## src/rtl/stepper_phase_sequencer_pkg.sv

```systemverilog
// stepper_phase_sequencer_pkg: shared mode encodings, half-step coil table and index stepping helper
package stepper_phase_sequencer_pkg;

    typedef enum logic [1:0] {
        MODE_WAVE = 2'b00,
        MODE_FULL = 2'b01,
        MODE_HALF = 2'b10,
        MODE_RSVD = 2'b11
    } mode_e;

    // Entry i is the coil pattern for half-step index i (index 7 first in the concatenation)
    localparam logic [7:0][3:0] HALF_TABLE = {
        4'b1001, 4'b1000, 4'b1100, 4'b0100,
        4'b0110, 4'b0010, 4'b0011, 4'b0001
    };

    localparam logic [2:0] RESET_IDX = 3'd1;

    // Wave wants even indices, full-step (and the reserved code) odd ones; a wrong-parity
    // index moves by one to realign, otherwise two. Half-step always moves by one.
    function automatic logic [2:0] next_idx(input logic [2:0] idx, input logic dir, input logic [1:0] mode);
        logic [2:0] d;
        d = (mode == MODE_HALF) ? 3'd1 : ((idx[0] == (mode != MODE_WAVE)) ? 3'd2 : 3'd1);
        return dir ? idx + d : idx - d;
    endfunction

endpackage

```

## src/rtl/stepper_phase_sequencer_if.sv

```systemverilog
// stepper_phase_sequencer_if: control inputs and coil/position outputs between motion logic and the sequencer
interface stepper_phase_sequencer_if #(
    parameter int DIV_WIDTH = 16,
    parameter int POS_WIDTH = 16
);
    logic                 i_en;
    logic                 i_dir;
    logic [1:0]           i_mode;
    logic [DIV_WIDTH-1:0] i_step_div;
    logic                 i_step_req;
    logic                 i_pos_clr;
    logic [3:0]           o_coils;
    logic [2:0]           o_phase_idx;
    logic [POS_WIDTH-1:0] o_position;
    logic                 o_step_pulse;

    modport master (
        output i_en, i_dir, i_mode, i_step_div, i_step_req, i_pos_clr,
        input  o_coils, o_phase_idx, o_position, o_step_pulse
    );

    modport slave (
        input  i_en, i_dir, i_mode, i_step_div, i_step_req, i_pos_clr,
        output o_coils, o_phase_idx, o_position, o_step_pulse
    );
endinterface

```

## src/rtl/stepper_phase_sequencer_step_rate_prescaler.sv

```systemverilog
// step_rate_prescaler: free-running divider that ticks once every i_step_div+1 enabled cycles
module step_rate_prescaler #(
    parameter int DIV_WIDTH = 16
) (
    input  logic                 clk,
    input  logic                 rst,
    input  logic                 i_en,
    input  logic [DIV_WIDTH-1:0] i_step_div,
    output logic                 o_tick
);
    logic [DIV_WIDTH-1:0] r_count;
    logic                 w_run;

    assign w_run  = i_en && (i_step_div != '0);
    // >= rather than == so a divider lowered below the running count still ticks promptly
    assign o_tick = w_run && (r_count >= i_step_div);

    // Count while running, restart on tick, park at zero when stopped
    always_ff @(posedge clk or negedge rst) begin
        if (!rst) r_count <= '0;
        else      r_count <= (!w_run || o_tick) ? '0 : r_count + DIV_WIDTH'(1);
    end
endmodule

```

## src/rtl/stepper_phase_sequencer.sv

```systemverilog
// stepper_phase_sequencer: wave/full/half-step coil sequencer with rate prescaler and signed position
module stepper_phase_sequencer
    import stepper_phase_sequencer_pkg::*;
#(
    parameter int DIV_WIDTH = 16,
    parameter int POS_WIDTH = 16
) (
    input  logic                      clk,
    input  logic                      rst,
    stepper_phase_sequencer_if.slave  bus
);
    logic                 w_tick;
    logic                 w_step;
    logic [2:0]           w_next_idx;
    logic [POS_WIDTH-1:0] w_delta;
    logic [2:0]           r_idx;
    logic [3:0]           r_coils;
    logic [POS_WIDTH-1:0] r_pos;
    logic                 r_pulse;

    step_rate_prescaler #(.DIV_WIDTH(DIV_WIDTH)) u_prescaler (
        .clk        (clk),
        .rst        (rst),
        .i_en       (bus.i_en),
        .i_step_div (bus.i_step_div),
        .o_tick     (w_tick)
    );

    // A tick and a request in the same cycle merge into one step
    assign w_step     = bus.i_en && (w_tick || bus.i_step_req);
    assign w_next_idx = w_step ? next_idx(r_idx, bus.i_dir, bus.i_mode) : r_idx;
    assign w_delta    = bus.i_dir ? POS_WIDTH'(1) : '1;

    // Phase, coil pattern, position and step strobe all update together on a step;
    // coils go dark while disabled but the phase index is kept for re-enable
    always_ff @(posedge clk or negedge rst) begin
        if (!rst) begin
            r_idx   <= RESET_IDX;
            r_coils <= 4'b0000;
            r_pos   <= '0;
            r_pulse <= 1'b0;
        end else begin
            r_idx   <= w_next_idx;
            r_coils <= bus.i_en ? HALF_TABLE[w_next_idx] : 4'b0000;
            r_pos   <= bus.i_pos_clr ? '0 : (w_step ? r_pos + w_delta : r_pos);
            r_pulse <= w_step;
        end
    end

    assign bus.o_coils      = r_coils;
    assign bus.o_phase_idx  = r_idx;
    assign bus.o_position   = r_pos;
    assign bus.o_step_pulse = r_pulse;
endmodule

```

## src/flat_wrapper.sv

```systemverilog
// flat-port wrapper written by rule: the top's interface ports become plain ports
module stepper_phase_sequencer_flat import stepper_phase_sequencer_pkg::*;
#(
    parameter int DIV_WIDTH = 16,
    parameter int POS_WIDTH = 16
)
  (clk, rst, bus_i_en, bus_i_dir, bus_i_mode, bus_i_step_div, bus_i_step_req, bus_i_pos_clr, bus_o_coils, bus_o_phase_idx, bus_o_position, bus_o_step_pulse);
  stepper_phase_sequencer_if #(.DIV_WIDTH(DIV_WIDTH), .POS_WIDTH(POS_WIDTH)) bus_i ();
  input  logic clk;
  input  logic rst;
  input wire logic [$bits(bus_i.i_en)-1:0] bus_i_en;
  input wire logic [$bits(bus_i.i_dir)-1:0] bus_i_dir;
  input wire logic [$bits(bus_i.i_mode)-1:0] bus_i_mode;
  input wire logic [$bits(bus_i.i_step_div)-1:0] bus_i_step_div;
  input wire logic [$bits(bus_i.i_step_req)-1:0] bus_i_step_req;
  input wire logic [$bits(bus_i.i_pos_clr)-1:0] bus_i_pos_clr;
  output wire logic [$bits(bus_i.o_coils)-1:0] bus_o_coils;
  output wire logic [$bits(bus_i.o_phase_idx)-1:0] bus_o_phase_idx;
  output wire logic [$bits(bus_i.o_position)-1:0] bus_o_position;
  output wire logic [$bits(bus_i.o_step_pulse)-1:0] bus_o_step_pulse;
  assign bus_i.i_en = bus_i_en;
  assign bus_i.i_dir = bus_i_dir;
  assign bus_i.i_mode = bus_i_mode;
  assign bus_i.i_step_div = bus_i_step_div;
  assign bus_i.i_step_req = bus_i_step_req;
  assign bus_i.i_pos_clr = bus_i_pos_clr;
  assign bus_o_coils = bus_i.o_coils;
  assign bus_o_phase_idx = bus_i.o_phase_idx;
  assign bus_o_position = bus_i.o_position;
  assign bus_o_step_pulse = bus_i.o_step_pulse;
  stepper_phase_sequencer #(.DIV_WIDTH(DIV_WIDTH), .POS_WIDTH(POS_WIDTH)) u_core (.clk(clk), .rst(rst), .bus(bus_i));
endmodule
```

## config.mk

```make
export PLATFORM = sky130hd
export DESIGN_NAME = stepper_phase_sequencer_flat
export DESIGN_NICKNAME = d
export VERILOG_FILES = /design/src/rtl/stepper_phase_sequencer_pkg.sv /design/src/rtl/stepper_phase_sequencer_if.sv /design/src/rtl/stepper_phase_sequencer_step_rate_prescaler.sv /design/src/rtl/stepper_phase_sequencer.sv /design/src/flat_wrapper.sv
export SDC_FILE = /design/constraint.sdc
export NUM_CORES = 1
export LEC_CHECK = 0
export CAP_MARGIN = 10
export CORE_ASPECT_RATIO = 1.1
export CORE_UTILIZATION = 40
export DETAILED_ROUTE_END_ITERATION = 12
export HOLD_SLACK_MARGIN = 0.15
export PLACE_DENSITY_LB_ADDON = 0.08
export SLEW_MARGIN = 20
export SYNTH_ARGS = -nofsm -noshare
export SYNTH_HDL_FRONTEND = slang
export SYNTH_HIERARCHICAL = 1
export SYNTH_SLANG_ARGS = --single-unit
```

## constraint.sdc

```tcl
create_clock -name clk -period 2.77 [get_ports clk]
set_input_delay 0.4155 -clock clk [delete_from_list [all_inputs] [get_ports clk]]
set_output_delay 0.4155 -clock clk [all_outputs]
set_load 0.01 [all_outputs]
```

-- Yosys cells after proc, flatten, opt, wreduce, memory -nomap -nowiden
Memories as Yosys holds them, arrays and structs flattened.
Index checks and enable logic that the tools add are counted.
- memories: 1
- bits in read-only memories: 32
- word-level logic and storage cells: 33
- bits of input ports: 24
- output and inout bits: 24
- register bits: 40
- memory list (name ; words ; width ; read ports ; clocked after memory_dff ; wr ports ; line ; source):
    (name not given) ; 8 ; 4 ; 1 ; 0 ; 0 ; stepper_phase_sequencer.sv:44 ; r_coils <= bus.i_en ? HALF_TABLE[w_next_idx] : 4'b0000;
- $lt $le $gt $ge: 2
- equality and inequality tests: 2
- add/subtract/negate cells: 4
- reduce and logical (&&, ||, !) cells: 9
- multiplexer cells: 10
- operators by type and width (cell ; number):
    $mux 16 ; 4
    $add 16x1->16 const B ; 1
    $add 16x16->16 ; 1
    $ge 16x16->1 ; 1
    $reduce_bool 16->1 ; 1
    $mux 3 ; 3
    $mux 4 ; 2
    $lt 3x4->1 const B ; 1
    $reduce_bool 2->1 ; 2
    $add 3x3->3 ; 1
    $logic_and 1x1->1 ; 3
    $sub 3x3->3 ; 1
    $eq 2x2->1 const B ; 1
    $logic_or 1x1->1 ; 2
    $mux 2 ; 1
    $eq 1x1->1 ; 1
    $logic_not 1->1 ; 1

-- Longest topological paths before layout
- depth after elaboration: 10
- gate-level depth with buffers: 13
- depth with buffers taken out: 13

-- Hierarchy
The synthesis kept the hierarchy.
- modules (own cells, without submodules) (module ; instances ; cells an instance ; area each (um^2) ; seq. area each (um^2)):
    stepper_phase_sequencer ; 1 ; 205 ; 1798.0 ; 601.8
    step_rate_prescaler ; 1 ; 134 ; 1179.9 ; 400.4

-- Least setup slack after synthesis
No wires, ideal clock.
- path type: in2reg
- from: input port bus_i_step_div[13]
- to: register u_core.r_pos[15], in the netlist u_core/bus.o_position[15]
- data arrival time: 2435 ps
- path slack: 210 ps
- buffers on the path: 1
- required time: 2645 ps
- library setup time: 125 ps
- cell stages on the path: 12
- cell sequence: inv_1 -> ha_1 -> nand4_1 -> nor3_1 -> o311ai_2 -> a31oi_1 -> o21ai_0 -> buf_2 -> nor3_1 -> o211ai_1 -> o211ai_1 -> mux2_4
- word-level cells in the longest chain between the ends: 6
- elaborated cells on any way between the ends: 7
- those cells by class: order compare (1); reduce/logical (6)
- ends and longest elaborated chain (item ; line ; source):
    start: declaration ; flat_wrapper.sv:14 ; input wire logic [$bits(bus_i.i_step_div)-1:0] bus_i_step_div;
    parallel branches: the longest is 2 deep, another holds $ge 16x16->1 ; -- ;
    $logic_and 1x1->1 (*) ; stepper_phase_sequencer_step_rate_prescaler.sv:16 ; assign o_tick = w_run && (r_count >= i_step_div);
    via u_core.w_tick ; stepper_phase_sequencer.sv:12 ; logic w_tick;
    $logic_or 1x1->1 (*) ; stepper_phase_sequencer.sv:30 ; assign w_step = bus.i_en && (w_tick || bus.i_step_req);
    $logic_and 1x1->1 (*) ; stepper_phase_sequencer.sv:30 ;
    $reduce_bool 2->1 (no line) (*) ; -- ;
    end signal: assignment ; stepper_phase_sequencer.sv:45 ; r_pos <= bus.i_pos_clr ? '0 : (w_step ? r_pos + w_delta : r_pos);
    end: declaration ; stepper_phase_sequencer.sv:18 ; logic [POS_WIDTH-1:0] r_pos;
Mark *: on every way through the listed nets, which the timed path passes.
A chain may end at the register's enable or synchronous reset.

-- Final worst setup path
- from: input port bus_i_step_div[11]
- to: register u_core.r_pos[15], in the netlist u_core/bus.o_position[15]
The elaborated chain is that of the path after synthesis.

==> flow_metrics.tcl <==
set metrics [dict create \
    status "finished with violations" \
    violations "DRC" \
    endpoint_kind "flop" \
    synth-warning-count 6 \
    postSynthCellCount 339 \
    wl_per_cell_um 14.2 \
    synth_cell_types 57 \
    synth_area_leaders "dfrtp_1 33%, ha_1 13%, nor2_1 5.0%" \
    yosysSeqAreaShare_pct 33.7 \
    worst_slack_ns 0.102 \
    cts.reportedPaths.clkPinSlew_ns 0.08 \
    synth_nets 396 \
    slew_viol_final 0 \
    syn2layout_area_growth_pct 41.7 \
    grt_start_max_net_pins 41 \
    setup_viol 0 \
    clock_path_buffers 2 \
    yosys.area.top_type "dfrtp_1" \
    cts-root-buf "clkbuf_8" \
    gp_congestion 0.847 \
    irDropWorstVdd_v 0.000335 \
    start_util_pct 41.8 \
    wirelength_mm 7.54 \
    nFillCells 679 \
    startpoint "bus_i_step_div[11]" \
    antenna_found_initial 0 \
    grt_pass1_vias 2862 \
    hp-class "in -> async" \
    skew_ns 0.00743 \
    hpwl_mm 5.85 \
    start_kind "input port" \
    design.core.area_um2 7130 \
    ys_seq_elements 40 \
    cts_inserted_buffers 5 \
    layout.nets 502 \
    fin_crit_sh_pct 96.3 \
    fp.dieW_um 84.3 \
    synth.top_cell.area_share_pct 32.8 \
    diodes 0 \
    max_slew.worst_pin.slew_ns 0.898 \
    period_minus_slack_ns 2.67 \
    final_antenna_net_count 0 \
    arrival_ns 2.84 \
    syn_area_um2 2980 \
    worst-setup-path-type "in -> reg" \
    die_h_um 92.5 \
    fmax_mhz 375 \
    num_rows 32 \
    grt_overflow_total 0 \
    cts_tree "yes" \
    relSlewSlack_pct 40.1 \
    dp_slack_ns -0.439 \
    maxCapViolCount 0 \
    grt_pass1_wl_mm 12.9 \
    cp.required_ns 2.94 \
    place.port_buffers 47 \
    via_per_inst 5.35 \
    drtPass1Iterations 9 \
    dominantRegCellSynth "dfrtp_1" \
    die_area_um2 7790 \
    postSynthAreaPerCell_um2 8.78 \
    clk_latency_ns 0.29 \
    asyncSetResetFlopFracSynth_pct 100 \
    grtUsageTotal_pct 20.5 \
    ios 48 \
    drc_errors 9 \
    critPathMaxFanout 6 \
    timing.setup.tns_ns 0 \
    p_leak_nw 2.02 \
    power_density_nw_per_um2 427 \
    num_vias 2834 \
    final-hold-violation-count 0 \
    cts.sinks 40 \
    synth_edf_count 0 \
    layout-drive-gt1-share_pct 24.0 \
    htreeDepth 2 \
    drt_iter0_drc 94 \
    r2r_start "u_core/u_prescaler/r_count[12]" \
    p_total_w 0.00180 \
]
cell usage in the layout (no fill, tap or decap), drive strengths merged, types with 2 or more instances in the layout:
master | Yosys | layout
buf | 6 | 61
nor2 | 40 | 40
dfrtp | 39 | 39
clkdlybuf4s50 | 0 | 33
ha | 31 | 31
inv | 29 | 29
nand2 | 26 | 26
a21oi | 24 | 24
o21ai | 17 | 17
dlymetal6s2s | 0 | 13
xor2 | 13 | 13
nand3 | 10 | 10
xnor2 | 9 | 9
nor3 | 9 | 9
a211oi | 8 | 8
nand3b | 6 | 6
clkbuf | 2 | 6
nor2b | 6 | 6
a31oi | 5 | 5
nand4 | 5 | 5
nor4 | 5 | 5
o21a | 4 | 4
a21o | 4 | 4
o211ai | 4 | 4
o31ai | 4 | 4
or3 | 3 | 3
a21boi | 3 | 3
and3 | 3 | 3
and2 | 2 | 2
fa | 2 | 2
and4 | 2 | 2
cells by family (layout without fill, tap and decap cells):
| group | Yosys count | in the layout | share of synthesized area, % |
|---|---|---|---|
| AO/OA/AOI/OAI | 84 | 84 | 19.4 |
| XOR/XNOR | 22 | 22 | 6.47 |
| adder cells (fa/ha/maj) | 33 | 33 | 14.4 |
| buffers and inverters | 37 | 143 | 5.13 |
| flip-flops | 40 | 40 | 33.7 |
| multiplexers | 2 | 2 | 0.840 |
| AND/OR/NAND/NOR | 121 | 121 | 20.1 |
critical path, stage by stage:
cell and delay [ns]:
clkdlybuf4s50_1 0.49, inv_2 0.06, ha_4 0.27, nand2_2 0.08, nor3_4 0.23, o311ai_2 0.15
a31oi_1 0.23, o21ai_2 0.12, inv_2 0.14, buf_6 0.14, a31oi_1 0.08, o211ai_1 0.13
mux2_4 0.32
cell type report:
type | count | area [um2] | area share, %
clock inverters | 1 | 5.00 | 0.119
inverters | 29 | 109 | 2.58
repair buffers | 107 | 956 | 22.7
multi-input cells | 262 | 1970 | 46.7
clock buffers | 6 | 72.6 | 1.72
well taps | 85 | 106 | 2.52
flip-flops and latches | 40 | 1000 | 23.7
state kept, by name, summed over array words and instances (netlist names):
signal,flops
u_core/bus.o_phase_idx,3
u_core/u_prescaler/r_count,16
u_core/bus.o_position,16
u_core/bus.o_coils,4
u_core/bus.o_step_pulse,1
stage by stage:
step | hold WS [ns] | cell area, um2 | cells | util [%]
2_1_floorplan | 0.120 | 2980 | 339 | -
3_3_place_gp | 0.524 | 3920 | 518 | 55.0
3_5_place_dp | 0.528 | 3920 | 518 | 55.0
4_1_cts | 0.281 | 4040 | 528 | 56.7
5_1_grt | 0.326 | 4220 | 530 | 59.2
6_report | 0.246 | 4220 | 530 | 59.2
layer usage:
| metal | vias up | share of wire [%] | global-route usage [%] |
|---|---|---|---|
| met5 | - | 0 | 0 |
| met4 | 0 | 1.0 | 5.89 |
| li1 | 1425 | - | - |
| met3 | 7 | 2.5 | 3.12 |
| met1 | 1358 | 45 | 24.2 |
| met2 | 44 | 51 | 38.3 |
path summary, 6_finish.rpt:
| check | to | slack [ns] | cells after the start |
|---|---|---|---|
| worst max-delay path | u_core/bus.o_position[15] | 0.10 | 13 |
| worst min-delay path | u_core/bus.o_position[4] | 0.25 | 1 |
| worst max register to register | u_core/bus.o_position[15] | 0.12 | 12 |
| worst min register to register | u_core/bus.o_position[14] | 0.54 | 2 |
| max in group asynchronous | u_core/bus.o_position[15] | 1.95 | 1 |
| min in group clk | u_core/bus.o_position[14] | 0.54 | 2 |
cell usage after synthesis, types with 6 or more instances:
library cell	instances
nor2_1	40
dfrtp_1	39
ha_1	31
inv_1	27
nand2_1	25
a21oi_1	24
o21ai_0	14
xor2_1	13
nand3_1	10
nor3_1	9
xnor2_1	9
a211oi_1	7
nand3b_1	6
where the power goes:
group          total, W  internal [W]  switching (W)
clock          0.000368      0.000171       0.000196
combinational  0.000739      0.000402       0.000337
sequential     0.000695      0.000647      0.0000477
total           0.00180       0.00122       0.000581
repair_timing:
item | in CTS | in global routing
buffers inserted | 3 | 2
endpoints found under the hold margin | 0 | 0
setup endpoints to repair | 7 | 10
hold buffers | 0 | 0
pin swaps | 3 | 15
gates resized for setup | 5 | 42
Power figures use the tool's default switching activity.
